$ cat config.mk
export PLATFORM = sky130hd
export DESIGN_NAME = dcsk_rx_bit_packer
export DESIGN_NICKNAME = d
export VERILOG_FILES = /design/src/rtl/dcsk_rx_pkg.sv /design/src/rtl/dcsk_sync_fifo.sv /design/src/rtl/dcsk_rx_bit_packer.sv
export SDC_FILE = /design/constraint.sdc
export NUM_CORES = 1
export LEC_CHECK = 0
export BUFFER_PORTS_ARGS = -buffer_cell sky130_fd_sc_hd__buf_4
export CORE_UTILIZATION = 50
export DETAILED_ROUTE_END_ITERATION = 6
export HOLD_SLACK_MARGIN = 0.12
export PLACE_DENSITY_LB_ADDON = 0.08
export REMOVE_ABC_BUFFERS = 1
export SLEW_MARGIN = 25
export SYNTH_ARGS = -nofsm -noshare
export SYNTH_HDL_FRONTEND = slang
export SYNTH_SLANG_ARGS = --single-unit
export TNS_END_PERCENT = 100
$ cat constraint.sdc
create_clock -name Clk -period 2.4 [get_ports Clk]
set_clock_uncertainty 0.15 [all_clocks]
set_input_delay 0.12 -clock Clk [delete_from_list [all_inputs] [get_ports Clk]]
set_output_delay 0.12 -clock Clk [all_outputs]
set_load 0.02 [all_outputs]
$ cat src/rtl/dcsk_rx_pkg.sv
// Shared DCSK receiver sizing; the control FSM imports the same values so the
// spread-factor counter width agrees across both stages.
package dcsk_rx_pkg;

  localparam int unsigned CNT_W_DEF      = 6;
  localparam int unsigned WORD_W_DEF     = 8;
  localparam int unsigned FIFO_DEPTH_DEF = 4;

endpackage

$ cat src/rtl/dcsk_sync_fifo.sv
// Register-array synchronous FIFO with registered pointers and occupancy count.
// Push is accepted when full only if a pop happens in the same cycle.
module dcsk_sync_fifo #(
  parameter int unsigned W     = 8,
  parameter int unsigned DEPTH = 4
) (
  input  logic         i_clk,
  input  logic         i_rst,
  input  logic         i_push,
  input  logic         i_pop,
  input  logic [W-1:0] i_data,
  output logic [W-1:0] o_data,
  output logic         o_full,
  output logic         o_empty
);

  localparam int unsigned AW = (DEPTH > 1) ? $clog2(DEPTH) : 1;
  localparam logic [AW:0] FULL_CNT = (AW + 1)'(DEPTH);

  logic [W-1:0]  r_mem [DEPTH];
  logic [AW-1:0] r_wr;
  logic [AW-1:0] r_rd;
  logic [AW:0]   r_count;
  logic          w_do_push;
  logic          w_do_pop;

  assign o_empty   = (r_count == '0);
  assign o_full    = (r_count == FULL_CNT);
  assign w_do_pop  = i_pop && !o_empty;
  assign w_do_push = i_push && (!o_full || w_do_pop);
  assign o_data    = o_empty ? '0 : r_mem[r_rd];

  always_ff @(posedge i_clk) begin
    if (w_do_push) begin
      r_mem[r_wr] <= i_data;
    end
  end

  always_ff @(posedge i_clk or posedge i_rst) begin
    if (i_rst) begin
      r_wr    <= '0;
      r_rd    <= '0;
      r_count <= '0;
    end else begin
      if (w_do_push) begin
        r_wr <= r_wr + AW'(1);
      end
      if (w_do_pop) begin
        r_rd <= r_rd + AW'(1);
      end
      case ({w_do_push, w_do_pop})
        2'b10:   r_count <= r_count + (AW + 1)'(1);
        2'b01:   r_count <= r_count - (AW + 1)'(1);
        default: r_count <= r_count;
      endcase
    end
  end

endmodule

$ cat src/rtl/dcsk_rx_bit_packer.sv
// DCSK receiver back end: ones/zeros correlation counters, per-symbol majority
// decision, MSB-first bit packing and a buffered valid/ready word output.
module dcsk_rx_bit_packer
  import dcsk_rx_pkg::*;
#(
  parameter int unsigned CNT_W      = CNT_W_DEF,
  parameter int unsigned WORD_W     = WORD_W_DEF,
  parameter int unsigned FIFO_DEPTH = FIFO_DEPTH_DEF
) (
  input  logic              Clk,
  input  logic              Rst,
  input  logic              Ones_Count_Inc,
  input  logic              Zeros_Count_Inc,
  input  logic              Ones_Zeros_Count_Clr,
  input  logic              STP_Out_Reg_Load,
  input  logic              Frame_Abort,
  input  logic              Word_Ready,
  output logic [WORD_W-1:0] Word_Out,
  output logic              Word_Valid,
  output logic              Bit_Decided,
  output logic              Bit_Value,
  output logic              Tie_Flag,
  output logic              Overflow
);

  localparam int unsigned        IDX_W    = (WORD_W > 1) ? $clog2(WORD_W) : 1;
  localparam logic [IDX_W-1:0]   LAST_IDX = IDX_W'(WORD_W - 1);
  localparam logic [CNT_W-1:0]   CNT_MAX  = '1;

  logic [CNT_W-1:0]  r_ones;
  logic [CNT_W-1:0]  r_zeros;
  logic [WORD_W-2:0] r_shift;
  logic [IDX_W-1:0]  r_idx;
  logic              r_bit_decided;
  logic              r_bit_value;
  logic              r_tie;
  logic              r_overflow;

  logic              w_load;
  logic              w_bit;
  logic              w_tie;
  logic              w_push;
  logic              w_pop;
  logic              w_full;
  logic              w_empty;
  logic [WORD_W-1:0] w_word;
  logic [WORD_W-1:0] w_fifo_data;

  // Decision uses the counters as they stand before this cycle's clear/inc.
  assign w_load = STP_Out_Reg_Load && !Frame_Abort;
  assign w_bit  = (r_ones >= r_zeros);
  assign w_tie  = (r_ones == r_zeros);
  assign w_word = {r_shift, w_bit};
  assign w_push = w_load && (r_idx == LAST_IDX);
  assign w_pop  = Word_Ready && !w_empty;

  always_ff @(posedge Clk or posedge Rst) begin
    if (Rst) begin
      r_ones  <= '0;
      r_zeros <= '0;
    end else if (Frame_Abort || Ones_Zeros_Count_Clr) begin
      r_ones  <= '0;
      r_zeros <= '0;
    end else begin
      if (Ones_Count_Inc && (r_ones != CNT_MAX)) begin
        r_ones <= r_ones + CNT_W'(1);
      end
      if (Zeros_Count_Inc && (r_zeros != CNT_MAX)) begin
        r_zeros <= r_zeros + CNT_W'(1);
      end
    end
  end

  always_ff @(posedge Clk or posedge Rst) begin
    if (Rst) begin
      r_shift <= '0;
      r_idx   <= '0;
    end else if (Frame_Abort) begin
      r_shift <= '0;
      r_idx   <= '0;
    end else if (w_load) begin
      if (r_idx == LAST_IDX) begin
        r_shift <= '0;
        r_idx   <= '0;
      end else begin
        r_shift <= w_word[WORD_W-2:0];
        r_idx   <= r_idx + IDX_W'(1);
      end
    end
  end

  always_ff @(posedge Clk or posedge Rst) begin
    if (Rst) begin
      r_bit_decided <= 1'b0;
      r_bit_value   <= 1'b0;
      r_tie         <= 1'b0;
      r_overflow    <= 1'b0;
    end else begin
      r_bit_decided <= w_load;
      r_tie         <= w_load && w_tie;
      if (w_load) begin
        r_bit_value <= w_bit;
      end
      if (w_push && w_full && !w_pop) begin
        r_overflow <= 1'b1;
      end
    end
  end

  dcsk_sync_fifo #(
    .W     (WORD_W),
    .DEPTH (FIFO_DEPTH)
  ) u_word_fifo (
    .i_clk   (Clk),
    .i_rst   (Rst),
    .i_push  (w_push),
    .i_pop   (w_pop),
    .i_data  (w_word),
    .o_data  (w_fifo_data),
    .o_full  (w_full),
    .o_empty (w_empty)
  );

  assign Word_Out    = w_fifo_data;
  assign Word_Valid  = !w_empty;
  assign Bit_Decided = r_bit_decided;
  assign Bit_Value   = r_bit_value;
  assign Tie_Flag    = r_tie;
  assign Overflow    = r_overflow;

endmodule
==> results of run 1 <==
## worst paths after layout
check                                     startpoint                      to  slack [ns]
worst max-delay path                        r_idx[0]  u_word_fifo.r_count[2]        0.20
worst min-delay path            Ones_Zeros_Count_Clr              r_zeros[1]        0.21
worst max register to register              r_idx[0]  u_word_fifo.r_count[2]        0.20
worst min register to register              Overflow                Overflow        0.33
max in group asynchronous                        Rst  u_word_fifo.r_count[0]        1.49
min in group asynchronous                        Rst              r_zeros[4]        0.29
## area by class of cell
class | instances | share of cell area, %
clock buffers | 10 | 3.709
clock inverters | 6 | 1.018
inverters | 17 | 1.855
multi-input cells | 140 | 31.16
flip-flops and latches | 65 | 51.93
well taps | 72 | 2.618
repair buffers | 33 | 7.709
## routing by layer
layer | share of wire [%] | global-route usage, %
met1 | 51 | 26.68
met2 | 44 | 27.24
met3 | 4.2 | 3.793
met4 | 1.0 | 8.182
met5 | 0 | 0
## cell usage after synthesis, types with 2 or more instances
cell      count  area, µm²
nor3_1        5      25.02
nand2_1      13      48.80
mux2i_1       4      40.04
xnor2_1       6      52.55
inv_1        16      60.06
a21oi_1      17      85.08
and3_1        4      25.02
a211oi_1      2      15.01
nand4_1       3      18.77
buf_2         2      10.01
nand3_1       3      15.01
nor2_1       23      86.33
dfrtp_1      33      825.8
clkbuf_1      3      11.26
and2_1       12      75.07
a311oi_1      2      17.52
edfxtp_1     32      960.9
mux4_2        8      180.2
xor2_1        3      26.28
ha_1         15      187.7
nand2b_1      2      12.51
## state kept, by name, indices dropped and copies added, names as in the netlist
register and flops:
u_word_fifo.r_wr 2, r_shift 7, Overflow 1, r_ones 6, Bit_Decided 1, r_idx 3, Bit_Value 1, u_word_fifo.r_mem 32
u_word_fifo.r_count 3, Tie_Flag 1, r_zeros 6, u_word_fifo.r_rd 2
## critical path: stages, from the launching register on
cell	delay (ns)
dfrtp_1	0.40
ha_1	0.22
ha_1	0.19
nand2_1	0.07
nor2_2	0.04
inv_1	0.06
ha_1	0.16
inv_1	0.06
fa_1	0.37
xor2_1	0.15
nor2_1	0.11
xor2_1	0.14
## logic make-up after synthesis
group,after synthesis
AO/OA/AOI/OAI,28
AND/OR/NAND/NOR,74
adder cells (fa/ha/maj),16
multiplexers,13
XOR/XNOR,9
flip-flops,65
buffers and inverters,25
## metrics by stage
| step | utilization (%) | hold slack, ns | area (µm²) | setup WS, ns | instances |
|---|---|---|---|---|---|
| 2_1_floorplan | - | 0.03314 | 2923 | 0.1692 | 222 |
| 3_3_place_gp | 57.21 | 0.08945 | 3208 | 0.2406 | 320 |
| 3_5_place_dp | 57.21 | 0.09520 | 3208 | 0.2040 | 320 |
| 4_1_cts | 61.36 | 0.2348 | 3441 | 0.2008 | 343 |
| 5_1_grt | 61.36 | 0.2406 | 3441 | 0.01463 | 343 |
| 6_report | 61.36 | 0.2135 | 3441 | 0.2038 | 343 |
## power breakdown
part / internal [mW] / total [mW] / switching [mW]
sequential: 1.22 / 1.29 / 0.0696
combinational: 0.344 / 0.662 / 0.318
clock: 0.367 / 0.772 / 0.405
==> reports/metrics.cfg, run 1 <==
[status]
outcome = complete, no violations

[timing]
period_share_pct = 91.51
finalSetupTns_ns = 0
slew_headroom_pct = 68.69
worstMarginPinSlew_ns = 0.4697
hold_viol = 0
fmaxAchievable_ghz = 0.4553
final-setup-viol-count = 0
rsz0062_at_grt = no
period_minus_slack_ns = 2.196
slew_violations = 0

[critical_path]
cp.arrival_ns = 2.30
start_kind = flip-flop
path_max_fanout = 3
cp-end-kind = flip-flop
critical_path_class = flip-flop to flip-flop
crit_required_ns = 2.50
rr_worst_depth = 11

[synthesis]
ys_types = 43
synthMuxAreaShare_pct = 7.803
syn_inst = 230
synth_xor_area_share_pct = 2.657
seq_area_frac_synth_pct = 60.23
avgSynthCellArea_um2 = 12.90
synth_top_family_by_area = simple AND/OR/NAND/NOR gates
yosysWarningCount = 0
yosys.area_share.simple_pct = 12.74
synthAdderAreaFrac_pct = 7.001
synth_edf_count = 32
syn_area_um2 = 2967
synth_seq_cells = 65
synth_ff_type = dfrtp_1
synth_compound_area_share_pct = 5.947
async_reset_ff_share_pct = 50.77

[placed_design]
portBuffers = 20
place.gp.congestion = 0.7358
post-dp-hpwl_mm = 3.478

[route]
routedWlPerCell_um = 14.90
first_pass_iters = 4
ant_nets = 0
vias = 1750
routed_via_density = 5.102
drtIter0Drc = 83
drc = 0
finalWirelength_mm = 5.111

[global_route]
grt_max_degree = 34
grt.total_usage_pct = 18.52
gr-total-overflow = 0
grt_pass1_wl_mm = 8.521
grt_pass1_vias = 1726
antenna_found_initial = 0

[cells_and_area]
num_antenna_cells = 0
nets = 290
seq_area_um2 = 1787
multi_input_area_um2 = 1072
syn_to_final_growth_pct = 15.98
fill_cells = 467
layout-drive-gt1-share_pct = 20.66
layout_common_cells = dfrtp_1, edfxtp_1, buf_4, nor2_1, a21oi_1
mostFrequentLayoutCell = dfrtp_1

[die]
die_w_um = 79.03
row_count = 27
ios = 21
dieArea_um2 = 6245
die_y_um = 79.03
start_util_pct = 52.90
core_area_um2 = 5608

[worst_hold_path]
min_path_type = primary input to flip-flop
hold_depth = 3

[cts]
clock_latency_ns = 0.33
cts-htree-levels = 3
cts_hold_buf = 7
cts_tree = yes
numCtsBuffers = 9
cts_root_buffer = clkbuf_8
cts_buffer_depth = 2
cts_repair_resize_count = 0
cts_setup_buffers = 0
clock-sinks = 65
path_clk_slew_ns = 0.07

[power_and_ir_drop]
leakagePower_nw = 1.464
power.density_nw_per_um2 = 792.7
ir_drop_uv = 551.2
finalPower_mw = 2.727

[flow_run]
maxCapViolCount = 0

Power figures use the tool's default switching activity.
==> run 2: changes to the inputs <==
--- a/config.mk
+++ b/config.mk
@@ -7,6 +7,7 @@
 export LEC_CHECK = 0
 export BUFFER_PORTS_ARGS = -buffer_cell sky130_fd_sc_hd__buf_4
 export CORE_UTILIZATION = 50
+export CTS_BUF_LIST = sky130_fd_sc_hd__clkbuf_16
 export DETAILED_ROUTE_END_ITERATION = 6
 export HOLD_SLACK_MARGIN = 0.12
 export PLACE_DENSITY_LB_ADDON = 0.08
==> reports/metrics.cfg, run 2 (same netlist as run 1, synthesis figures left out) <==
[status]
outcome = complete, no violations

[cts]
numCtsBuffers = 9
clock-sinks = 65
cts_tree = yes
cts_root_buffer = clkbuf_16
cts_buffer_depth = 2
cts-htree-levels = 3
path_clk_slew_ns = 0.05
cts_setup_buffers = 0
clock_latency_ns = 0.32

[die]
start_util_pct = 52.90
row_count = 27
die_y_um = 79.03
die_w_um = 79.03
core_area_um2 = 5608
dieArea_um2 = 6245
ios = 21

[timing]
period_minus_slack_ns = 2.182
rsz0062_at_grt = no
hold_slack_ns = 0.2326
final-setup-viol-count = 0
slew_headroom_pct = 68.07
period_share_pct = 90.92
slew_violations = 0
fmaxAchievable_ghz = 0.4583
worstMarginPinSlew_ns = 0.4790
finalSetupTns_ns = 0
hold_viol = 0

[route]
vias = 1749
finalWirelength_mm = 5.161
routedWlPerCell_um = 15.05
first_pass_iters = 4
ant_nets = 0
drc = 0
routed_via_density = 5.099
drtIter0Drc = 55

[critical_path]
cp_top_family = adder cells
start_kind = flip-flop
crit_top_cell = ha_1
path_max_fanout = 3
max_stage_delay_ns = 0.39
cp_slowest_cell = dfrtp_1
cp.arrival_ns = 2.28
critical_path_class = flip-flop to flip-flop
cp_cell_sequence = ha_1 -> ha_1 -> nand2_1 -> nor2_2 -> inv_1 -> ha_1 -> inv_1 -> fa_1 -> xor2_1 -> nor2_1 -> xor2_1
cp-end-kind = flip-flop
crit_required_ns = 2.49
path_buf_inv = 2

[cells_and_area]
layout_common_cells = dfrtp_1, edfxtp_1, buf_4, nor2_1
largest_register_ffs = 32
nets = 290
final_area_um2 = 3542
num_antenna_cells = 0
reg_top3 = u_word_fifo.r_mem (32), r_shift (7)
syn_to_final_growth_pct = 19.40
layout-drive-gt1-share_pct = 20.66
top_register = u_word_fifo.r_mem
mostFrequentLayoutCell = dfrtp_1

[global_route]
antenna_found_initial = 0
grt.total_usage_pct = 19.15
grt_pass1_wl_mm = 8.700
grt_pass1_vias = 1772
grt_max_degree = 34
gr-total-overflow = 0

[placed_design]
post-dp-hpwl_mm = 3.478
place.gp.congestion = 0.7358
place_area_um2 = 3208
portBuffers = 20

[power_and_ir_drop]
ir_drop_uv = 519.0
leakagePower_nw = 1.515
power.density_nw_per_um2 = 871.1
finalPower_mw = 3.086

[flow_run]
maxCapViolCount = 0

[worst_hold_path]
min_path_type = primary input to flip-flop

## run 2: worst min-delay path, delay by kind of cell
family | cells | cell delay, ns
buf+inv | 1 | 0.07
compound gates | 1 | 0.08
simple gates | 1 | 0.39
## run 2: timing repair
action | 4_1_cts | 5_1_grt
endpoints found under the hold margin | 55 | 0
gates resized for setup | 0 | 0
hold buffers | 7 | 0
## run 2: metal layers
layer  vias up  global-route usage (%)  routed length, µm
li1        889                       -                  -
met1       829                   27.68               2638
met2        25                   27.50               2330
met3         6                   3.448                129
met4         0                   10.36                 63
met5         -                       0                  0
## run 2: power breakdown
group | internal [mW] | switching [mW]
Clock | 0.685 | 0.441
Sequential | 1.23 | 0.0701
Combinational | 0.344 | 0.320
Total | 2.25 | 0.831
## run 2: path summary, 6_finish.rpt
check,start,endpoint,slack [ns],cells past startpoint
max,r_idx[0],u_word_fifo.r_count[2],0.22,11
min,Ones_Zeros_Count_Clr,r_zeros[1],0.23,3
max reg2reg,r_idx[0],u_word_fifo.r_count[2],0.22,11
min reg2reg,Overflow,Overflow,0.33,1
max in group asynchronous,Rst,u_word_fifo.r_rd[1],1.48,4
min in group asynchronous,Rst,r_zeros[3],0.30,4
## run 2: stage by stage
step / instances / util [%] / worst slack (ns)
2_1_floorplan: 222 / - / 0.1692
3_3_place_gp: 320 / 57.21 / 0.2406
3_5_place_dp: 320 / 57.21 / 0.2040
4_1_cts: 343 / 63.16 / 0.2082
5_1_grt: 343 / 63.16 / 0.02282
6_report: 343 / 63.16 / 0.2180
## run 2: area by class of cell
class	count	area, µm²
Timing Repair Buffer	33	265.3
Clock inverter	7	38.79
Multi-Input combinational cell	140	1072
Clock buffer	9	225.2
Tap cell	72	90.09
Sequential cell	65	1787
Inverter	17	63.81
Fill cell	448	2066
